**src/rtl/irq_pkg.sv**
```systemverilog
// Shared constants and types for the irq_wb priority interrupt controller.
// The RST n opcode is the 8'hC7 template with the level number in bits [5:3].
package irq_pkg;

  localparam logic       IRR_ADR  = 1'b0;
  localparam logic       EOI_ADR  = 1'b1;
  localparam logic [7:0] RST_TMPL = 8'hC7;
  localparam logic [7:0] IMR_RST  = 8'hFF;

  typedef enum logic {
    ST_IDLE = 1'b0,
    ST_ACK  = 1'b1
  } bus_st_e;

  function automatic logic [7:0] rst_op(input logic [2:0] n);
    return RST_TMPL | {2'b00, n, 3'b000};
  endfunction

endpackage

```
**src/rtl/irq_prio8.sv**
```systemverilog
// Lowest-index-wins priority encoder: bit 0 is the most urgent level.
module irq_prio8 (
  input  logic [7:0] i_vec,
  output logic       o_valid,
  output logic [2:0] o_idx
);

  // Scanning downward lets the lowest set bit overwrite higher ones.
  always_comb begin
    o_valid = 1'b0;
    o_idx   = 3'd0;
    for (int i = 7; i >= 0; i--) begin
      if (i_vec[i]) begin
        o_valid = 1'b1;
        o_idx   = 3'(i);
      end
    end
  end

endmodule

```
**src/rtl/irq_wb.sv**
```systemverilog
// Wishbone-slave priority interrupt controller for the vm80 i8080 system.
// Latches peripheral requests, raises vm_irq_o and answers INTA cycles with RST n.
//
//   state   | meaning
//   --------+-------------------------------------------------------------
//   ST_IDLE | waiting for a register or interrupt-acknowledge strobe
//   ST_ACK  | wb_ack_o high for one cycle, data registered on entry
module irq_wb
  import irq_pkg::*;
#(
  parameter int NIRQ     = 8,
  parameter bit EDGE     = 1'b1,
  parameter int SPUR_VEC = 7
) (
  input  logic            wb_clk_i,
  input  logic            wb_rst_n_i,
  input  logic            wb_adr_i,
  input  logic [7:0]      wb_dat_i,
  output logic [7:0]      wb_dat_o,
  input  logic            wb_cyc_i,
  input  logic            wb_we_i,
  input  logic            wb_stb_i,
  output logic            wb_ack_o,
  input  logic            inta_stb_i,
  input  logic [NIRQ-1:0] irq_i,
  output logic            vm_irq_o
);

  localparam logic [7:0] VALID_MASK = 8'((9'h1 << NIRQ) - 9'h1);

  bus_st_e         r_state, w_state_nxt;
  logic [NIRQ-1:0] r_sync1, r_sync2, r_sync3;
  logic [7:0]      r_irr, r_imr, r_isr, r_dat;
  logic            r_irq;

  logic [7:0]      w_sync8, w_rise8, w_req, w_set8;
  logic [7:0]      w_irr_nxt, w_imr_nxt, w_isr_nxt, w_dat_nxt;
  logic            w_req_v, w_isr_v, w_elig;
  logic [2:0]      w_win, w_isr_idx;
  logic            w_commit, w_inta, w_wr, w_ack_set;

  assign w_sync8 = 8'(r_sync2);
  assign w_rise8 = 8'(r_sync2 & ~r_sync3);
  assign w_req   = r_irr & ~r_imr & VALID_MASK;

  irq_prio8 u_prio_req (
    .i_vec   (w_req),
    .o_valid (w_req_v),
    .o_idx   (w_win)
  );

  irq_prio8 u_prio_isr (
    .i_vec   (r_isr),
    .o_valid (w_isr_v),
    .o_idx   (w_isr_idx)
  );

  assign w_elig = w_req_v && (!w_isr_v || (w_win < w_isr_idx));

  always_comb begin
    w_state_nxt = r_state;
    w_commit    = 1'b0;
    case (r_state)
      ST_IDLE: begin
        if (wb_cyc_i && (wb_stb_i || inta_stb_i)) begin
          w_state_nxt = ST_ACK;
          w_commit    = 1'b1;
        end
      end
      ST_ACK:  w_state_nxt = ST_IDLE;
      default: w_state_nxt = ST_IDLE;
    endcase
  end

  // INTA wins over a register strobe presented in the same cycle.
  assign w_inta    = w_commit && inta_stb_i;
  assign w_wr      = w_commit && !inta_stb_i && wb_we_i;
  assign w_ack_set = w_inta && w_elig;
  assign w_set8    = w_ack_set ? (8'h01 << w_win) : 8'h00;

  always_comb begin
    w_dat_nxt = r_dat;
    if (w_inta) begin
      w_dat_nxt = w_elig ? rst_op(w_win) : rst_op(3'(SPUR_VEC));
    end else if (w_commit) begin
      w_dat_nxt = (wb_adr_i == EOI_ADR) ? r_isr : r_irr;
    end
  end

  // New edges are OR-ed in after the acknowledge clear, so a coincident edge survives.
  always_comb begin
    if (EDGE) w_irr_nxt = ((r_irr & ~w_set8) | w_rise8) & VALID_MASK;
    else      w_irr_nxt = w_sync8 & VALID_MASK;
  end

  assign w_imr_nxt = (w_wr && wb_adr_i == IRR_ADR) ? wb_dat_i : r_imr;
  assign w_isr_nxt = (((w_wr && wb_adr_i == EOI_ADR) ? (r_isr & ~wb_dat_i) : r_isr)
                      | w_set8) & VALID_MASK;

  always_ff @(posedge wb_clk_i) begin
    if (!wb_rst_n_i) begin
      r_state <= ST_IDLE;
      r_sync1 <= '0;
      r_sync2 <= '0;
      r_sync3 <= '0;
      r_irr   <= 8'h00;
      r_imr   <= IMR_RST;
      r_isr   <= 8'h00;
      r_dat   <= 8'h00;
      r_irq   <= 1'b0;
    end else begin
      r_state <= w_state_nxt;
      r_sync1 <= irq_i;
      r_sync2 <= r_sync1;
      r_sync3 <= r_sync2;
      r_irr   <= w_irr_nxt;
      r_imr   <= w_imr_nxt;
      r_isr   <= w_isr_nxt;
      r_dat   <= w_dat_nxt;
      r_irq   <= w_elig;
    end
  end

  assign wb_ack_o = (r_state == ST_ACK);
  assign wb_dat_o = r_dat;
  assign vm_irq_o = r_irq;

endmodule

```
**config.mk**
```make
export PLATFORM = sky130hd
export DESIGN_NAME = irq_wb
export DESIGN_NICKNAME = d
export VERILOG_FILES = /design/src/rtl/irq_pkg.sv /design/src/rtl/irq_prio8.sv /design/src/rtl/irq_wb.sv
export SDC_FILE = /design/constraint.sdc
export NUM_CORES = 1
export LEC_CHECK = 0
export CAP_MARGIN = 20
export CORE_MARGIN = 2
export CORE_UTILIZATION = 32
export CTS_CLUSTER_DIAMETER = 100
export CTS_CLUSTER_SIZE = 20
export DETAILED_ROUTE_END_ITERATION = 7
export DONT_BUFFER_PORTS = 1
export SYNTH_ARGS = -nofsm -noshare
export SYNTH_HDL_FRONTEND = slang
export SYNTH_SLANG_ARGS = --single-unit
```
**constraint.sdc**
```tcl
create_clock -name wb_clk_i -period 2.6 [get_ports wb_clk_i]
set_clock_uncertainty 0.05 [all_clocks]
set_input_delay 0.39 -clock wb_clk_i [delete_from_list [all_inputs] [get_ports wb_clk_i]]
set_output_delay 0.39 -clock wb_clk_i [all_outputs]
set_load 0.02 [all_outputs]
```
==> results.json, run 1 <==
{
  "dr_total_vias": 1833,
  "post_cts_resized": 0,
  "powerDensity_nw_per_um2": 646.8,
  "slew_headroom_pct": 60.93,
  "dieWidth_um": 91.97,
  "io_pins": 33,
  "post-route-period-util_pct": 88.38,
  "htreeDepth": 3,
  "rsz0062_at_grt": "false",
  "whs_ns": 0.08107,
  "place_congestion": 0.8875,
  "grt_pass1_wl_um": 9204,
  "diodes": 0,
  "cap_violations": 0,
  "synthCells": 265,
  "first_pass_iters": 4,
  "drc": 0,
  "synth.yosys.seq_area_share_pct": 46.89,
  "yosysTopAreaCellShare_pct": 46.89,
  "drive_gt1_share_pct": 11.52,
  "rows": 32,
  "antenna_found_initial": 0,
  "path_class": "reg -> reg",
  "syn_nets": 289,
  "avgSynthCellArea_um2": 9.344,
  "final_common_cell": "dfxtp_1",
  "setup_viol": 0,
  "num-nets-final": 290,
  "drtIter0Drc": 145,
  "ys_warn_count": 0,
  "p_int_uw": 1373,
  "ys.flop_type": "dfxtp_1",
  "tightest_slew_ns": 0.5807,
  "drt-total-wl_um": 5520,
  "hold_violations": 0,
  "start_kind": "register",
  "tns_ns": 0,
  "core_area_um2": 7607,
  "max_freq_mhz": 435.2,
  "cts_buffers": 9,
  "dpl.hpwl_um": 4017,
  "clock_latency_ns": 0.34,
  "grt_pass1_vias": 1768,
  "power_switching_uw": 409.1,
  "synth_seq_cells": 58,
  "synthArstFlopShare_pct": 0,
  "initial_utilization_pct": 32.55,
  "cts_buffer_depth": 2,
  "ir_drop_mv": 0.2298,
  "report.final.slew_viol_count": 0,
  "netlist_area_um2": 2476,
  "max_stage_delay_ns": 0.35,
  "clock_power_share_pct": 42.1,
  "critPathRequiredTime_ns": 2.78,
  "leakagePower_uw": 0.001045,
  "holdCritPathClass": "in -> reg",
  "synth_edf_count": 0,
  "cp.arrival_ns": 2.48,
  "io_buffers": 0,
  "post_drt_wl_per_cell_um": 14.88,
  "overflow": 0,
  "postCtsSetupRepairBufs": 0,
  "fp.dieH_um": 91.97,
  "period_needed_ns": 2.298,
  "outcome": "finished clean",
  "path_cells": "nor2b_1 > nor2_1 > a211oi_1 > ha_1 > a21boi_0 > o211ai_1 > a32oi_1 > nor3_1 > and2_1",
  "viasPerCell": 4.941,
  "p_seq_share_pct": 53.7,
  "swShare_pct": 22.95,
  "clk_pin_slew_ns": 0.06,
  "slowest_stage": "dfxtp_1",
  "synth_area_leaders": "dfxtp_1 47%, and2_1 5.8%, nand2_1 4.7%",
  "power_frac_comb_pct": 4.2,
  "clock_sinks": 58,
  "synth_area_leader_cell": "dfxtp_1",
  "final_cell_mix": "58 x dfxtp_1, 31 x nand2_1, 23 x and2_1",
  "cts-root-buf": "clkbuf_8",
  "track_usage_pct": 14.26,
  "die_area_um2": 8458,
  "antenna_left": 0,
  "synth.distinct_cells": 47,
  "area_delta_synth_final_pct": 11.27,
  "end_kind": "register",
  "cp_max_fo": 5,
  "cts_tree": "yes",
  "hold_buffers": 0,
  "grt_max_degree": 61
}
[per-layer routing]
layer  wire [um]  global-route usage, %  share of wire (%)
met1        2594                  18.42                 47
met2        2337                  19.42                 42
met3         483                  7.477                8.8
met4         104                  6.716                1.9
met5           0                      0                  0
[through the flow]
stage	cells	area, um2	power (uW)	worst slack [ns]	utilization [%]
6_report	371	2755	1782	0.3022	36.22
5_1_grt	371	2755	1865	0.06446	36.22
4_1_cts	371	2755	1804	0.2991	36.22
3_5_place_dp	357	2577	1053	0.3249	33.88
3_3_place_gp	357	2577	1051	0.3937	33.88
2_1_floorplan	265	2476	1045	0.6137	-
[cells in the mapped netlist (all sizes together) (3+ instances only)]
cell type  instances
a31o               3
a21oi              4
dfxtp             58
clkbuf            10
nor4               5
mux2i             11
and2              23
nor2b             11
nand2             32
o22ai              5
a2111oi            5
o21ai             15
nor3               4
a31oi              3
nand2b            11
a21boi             7
nor2              16
inv                8
o21a               7
[final timing paths]
kind / startpoint / end / cells past startpoint / slack (ns)
worst max-delay path: r_irr[4]$_SDFF_PN0_ / vm_irq_o$_SDFF_PN0_ / 9 / 0.30
worst min-delay path: wb_rst_n_i / r_imr[7]$_SDFFE_PN1P_ / 1 / 0.08
worst max register to register: r_irr[4]$_SDFF_PN0_ / vm_irq_o$_SDFF_PN0_ / 9 / 0.30
worst min register to register: r_sync3[3]$_SDFF_PN0_ / r_irr[3]$_SDFF_PN0_ / 1 / 0.37
[area by class of cell]
cell class | instances | area (um2)
sequential | 58 | 1161
clock buffer | 12 | 165.2
inverter | 8 | 30.03
tap | 102 | 127.6
fill | 794 | 4852
multi-input combinational | 187 | 1244
clock inverter | 2 | 12.51
timing repair buffer | 2 | 15.01
[critical path, delay by kind of cell, from the launching register on]
kind	cells	cell delay (ns)
fa+ha+maj	1	0.24
simple gates	4	0.70
flops	1	0.35
compound gates	4	0.84
[logic make-up after synthesis]
group	synth area share, %
buffers and inverters	3.133
AO/OA/AOI/OAI	19.71
AND/OR/NAND/NOR	25.32
multiplexers	4.447
adder cells (fa/ha/maj)	0.5052
flip-flops	46.89
[power by group through the flow]
| stage | logic (uW) | clock network [uW] | registers (uW) |
|---|---|---|---|
| 3_5_place_dp | 75.8 | 0 | 977 |
| 3_3_place_gp | 75.1 | 0 | 976 |
| 5_1_grt | 86.3 | 818 | 961 |
| 4_1_cts | 76.1 | 770 | 958 |
| 2_1_floorplan | 74.6 | 0 | 971 |
| 6_report | 75.5 | 750 | 957 |
[flip-flops by register name, summed over array words and instances, names as in the netlist]
name	count
r_imr	8
r_irr	8
r_isr	8
r_sync1	8
r_sync2	8
r_sync3	8
wb_dat_o	8
vm_irq_o	1
wb_ack_o	1
Note: power is estimated with default switching activity, not from simulation.
==> inputs of run 2 (changes only) <==
--- a/config.mk
+++ b/config.mk
@@ -6,7 +6,6 @@
 export NUM_CORES = 1
 export LEC_CHECK = 0
 export CAP_MARGIN = 20
-export CORE_MARGIN = 2
 export CORE_UTILIZATION = 32
 export CTS_CLUSTER_DIAMETER = 100
 export CTS_CLUSTER_SIZE = 20
==> results.json, run 2 (synthesis gave the netlist of run 1 again) <==
{
  "outcome": "finished clean",
  "core_area_um2": 7370,
  "tns_ns": 0,
  "worst_hold_startpoint": "wb_rst_n_i",
  "first_pass_iters": 4,
  "area_delta_synth_final_pct": 14.00,
  "final_common_cell": "dfxtp_1",
  "setup_viol": 0,
  "die_area_um2": 8094,
  "regToRegSetupSlack_ns": 0.32,
  "report.final.slew_viol_count": 0,
  "slew_headroom_pct": 62.46,
  "grt_max_degree": 61,
  "start_kind": "register",
  "hold_depth": 1,
  "regArea_um2": 1161,
  "hold_buffers": 0,
  "viasPerCell": 5.000,
  "cp_max_fo": 8,
  "dieWidth_um": 89.97,
  "wl_met3_um": 404,
  "tightest_slew_ns": 0.5579,
  "htreeDepth": 3,
  "cp-startpoint": "r_imr[0]$_SDFFE_PN1P_",
  "placed_cells_incl_taps": 354,
  "wl_met1_um": 2778,
  "drt-total-wl_um": 5600,
  "dr_total_vias": 1850,
  "max_freq_mhz": 438.7,
  "cts-root-buf": "clkbuf_8",
  "reg2reg_from": "r_imr[0]$_SDFFE_PN1P_",
  "fin_cells": 370,
  "hold_violations": 0,
  "setup_ws_ns": 0.3205,
  "grt_pass1_vias": 1772,
  "rows": 31,
  "fp.dieH_um": 89.97,
  "leakagePower_uw": 0.001078,
  "routed-wl-met2_um": 2311,
  "end_kind": "register",
  "place_ws_ns": 0.2953,
  "track_usage_pct": 14.99,
  "io_pins": 33,
  "io_buffers": 0,
  "path_class": "reg -> reg",
  "drc": 0,
  "r2r_cells": 9,
  "diodes": 0,
  "num-nets-final": 290,
  "clk_pin_slew_ns": 0.06,
  "overflow": 0,
  "ir_drop_mv": 0.4040,
  "whs_ns": 0.07755,
  "period_needed_ns": 2.280,
  "cts_tree": "yes",
  "post-route-period-util_pct": 87.67,
  "powerDensity_nw_per_um2": 727.2,
  "clock_latency_ns": 0.34,
  "final_cell_mix": "58 x dfxtp_1, 31 x nand2_1, 23 x and2_1",
  "cts_buffer_depth": 2,
  "drtIter0Drc": 88,
  "cap_violations": 0,
  "antenna_left": 0,
  "highest_layer": "met4",
  "grt_pass1_wl_um": 9287,
  "critPathRequiredTime_ns": 2.76,
  "rsz0062_at_grt": "false",
  "dpl.hpwl_um": 3930,
  "initial_utilization_pct": 33.60,
  "antenna_found_initial": 0,
  "cts_buffers": 9,
  "post_drt_wl_per_cell_um": 15.14,
  "multi_input_area_um2": 1249,
  "drive_gt1_share_pct": 11.81,
  "holdCritPathClass": "in -> reg",
  "place_congestion": 0.8301,
  "cp.arrival_ns": 2.44,
  "clock_sinks": 58,
  "fill_cells": 753
}
==> run 2: worst paths after layout <==
kind | to
worst max-delay path | wb_dat_o[3]$_SDFFE_PN0P_
worst min-delay path | r_imr[4]$_SDFFE_PN1P_
worst max register to register | wb_dat_o[3]$_SDFFE_PN0P_
worst min register to register | r_irr[5]$_SDFF_PN0_
==> run 2: cell type report <==
cell class	count	share of cell area [%]
multi-input combinational	187	44.24
clock buffer	12	5.142
clock inverter	4	3.502
tap	99	4.388
timing repair buffer	2	0.5319
inverter	8	1.064
sequential	58	41.13
==> run 2: power by group <==
| group | leakage [uW] | total [uW] | switching, uW | internal (uW) |
|---|---|---|---|---|
| Sequential | 0.000475 | 957 | 32.5 | 924 |
| Combinational | 0.000482 | 75.6 | 38.2 | 37.3 |
| Clock | 0.000121 | 1020 | 355 | 665 |
| Total | 0.00108 | 2050 | 426 | 1630 |
==> run 2: critical path, cell delays in order (launching register included) <==
cell and delay (ns):
dfxtp_1 0.33, nand2b_1 0.17, nand2_1 0.21, a211oi_2 0.28
ha_1 0.31, a21boi_0 0.15, o211ai_1 0.13, a32oi_1 0.10
nor3_1 0.31, a21oi_1 0.11
==> run 2: routing by layer <==
metal  track usage, %  vias to the layer above
met5                0                        -
met4            7.796                        0
met3            6.261                       10
met2            21.28                       59
met1            19.31                      847
li1                 -                      934
==> run 2: stage by stage <==
step | area (um2) | utilization (%) | total power (uW)
detailed placement | 2574 | 34.92 | 1053
CTS | 2818 | 38.23 | 2081
global route | 2823 | 38.30 | 2127
global placement | 2574 | 34.92 | 1051
floorplan | 2476 | - | 1045
finish | 2823 | 38.30 | 2053
==> run 2: timing repair <==
action | in CTS | in global routing
resized for setup | 0 | 1
endpoints found under the setup margin | 0 | 2
buffers inserted | 0 | 0
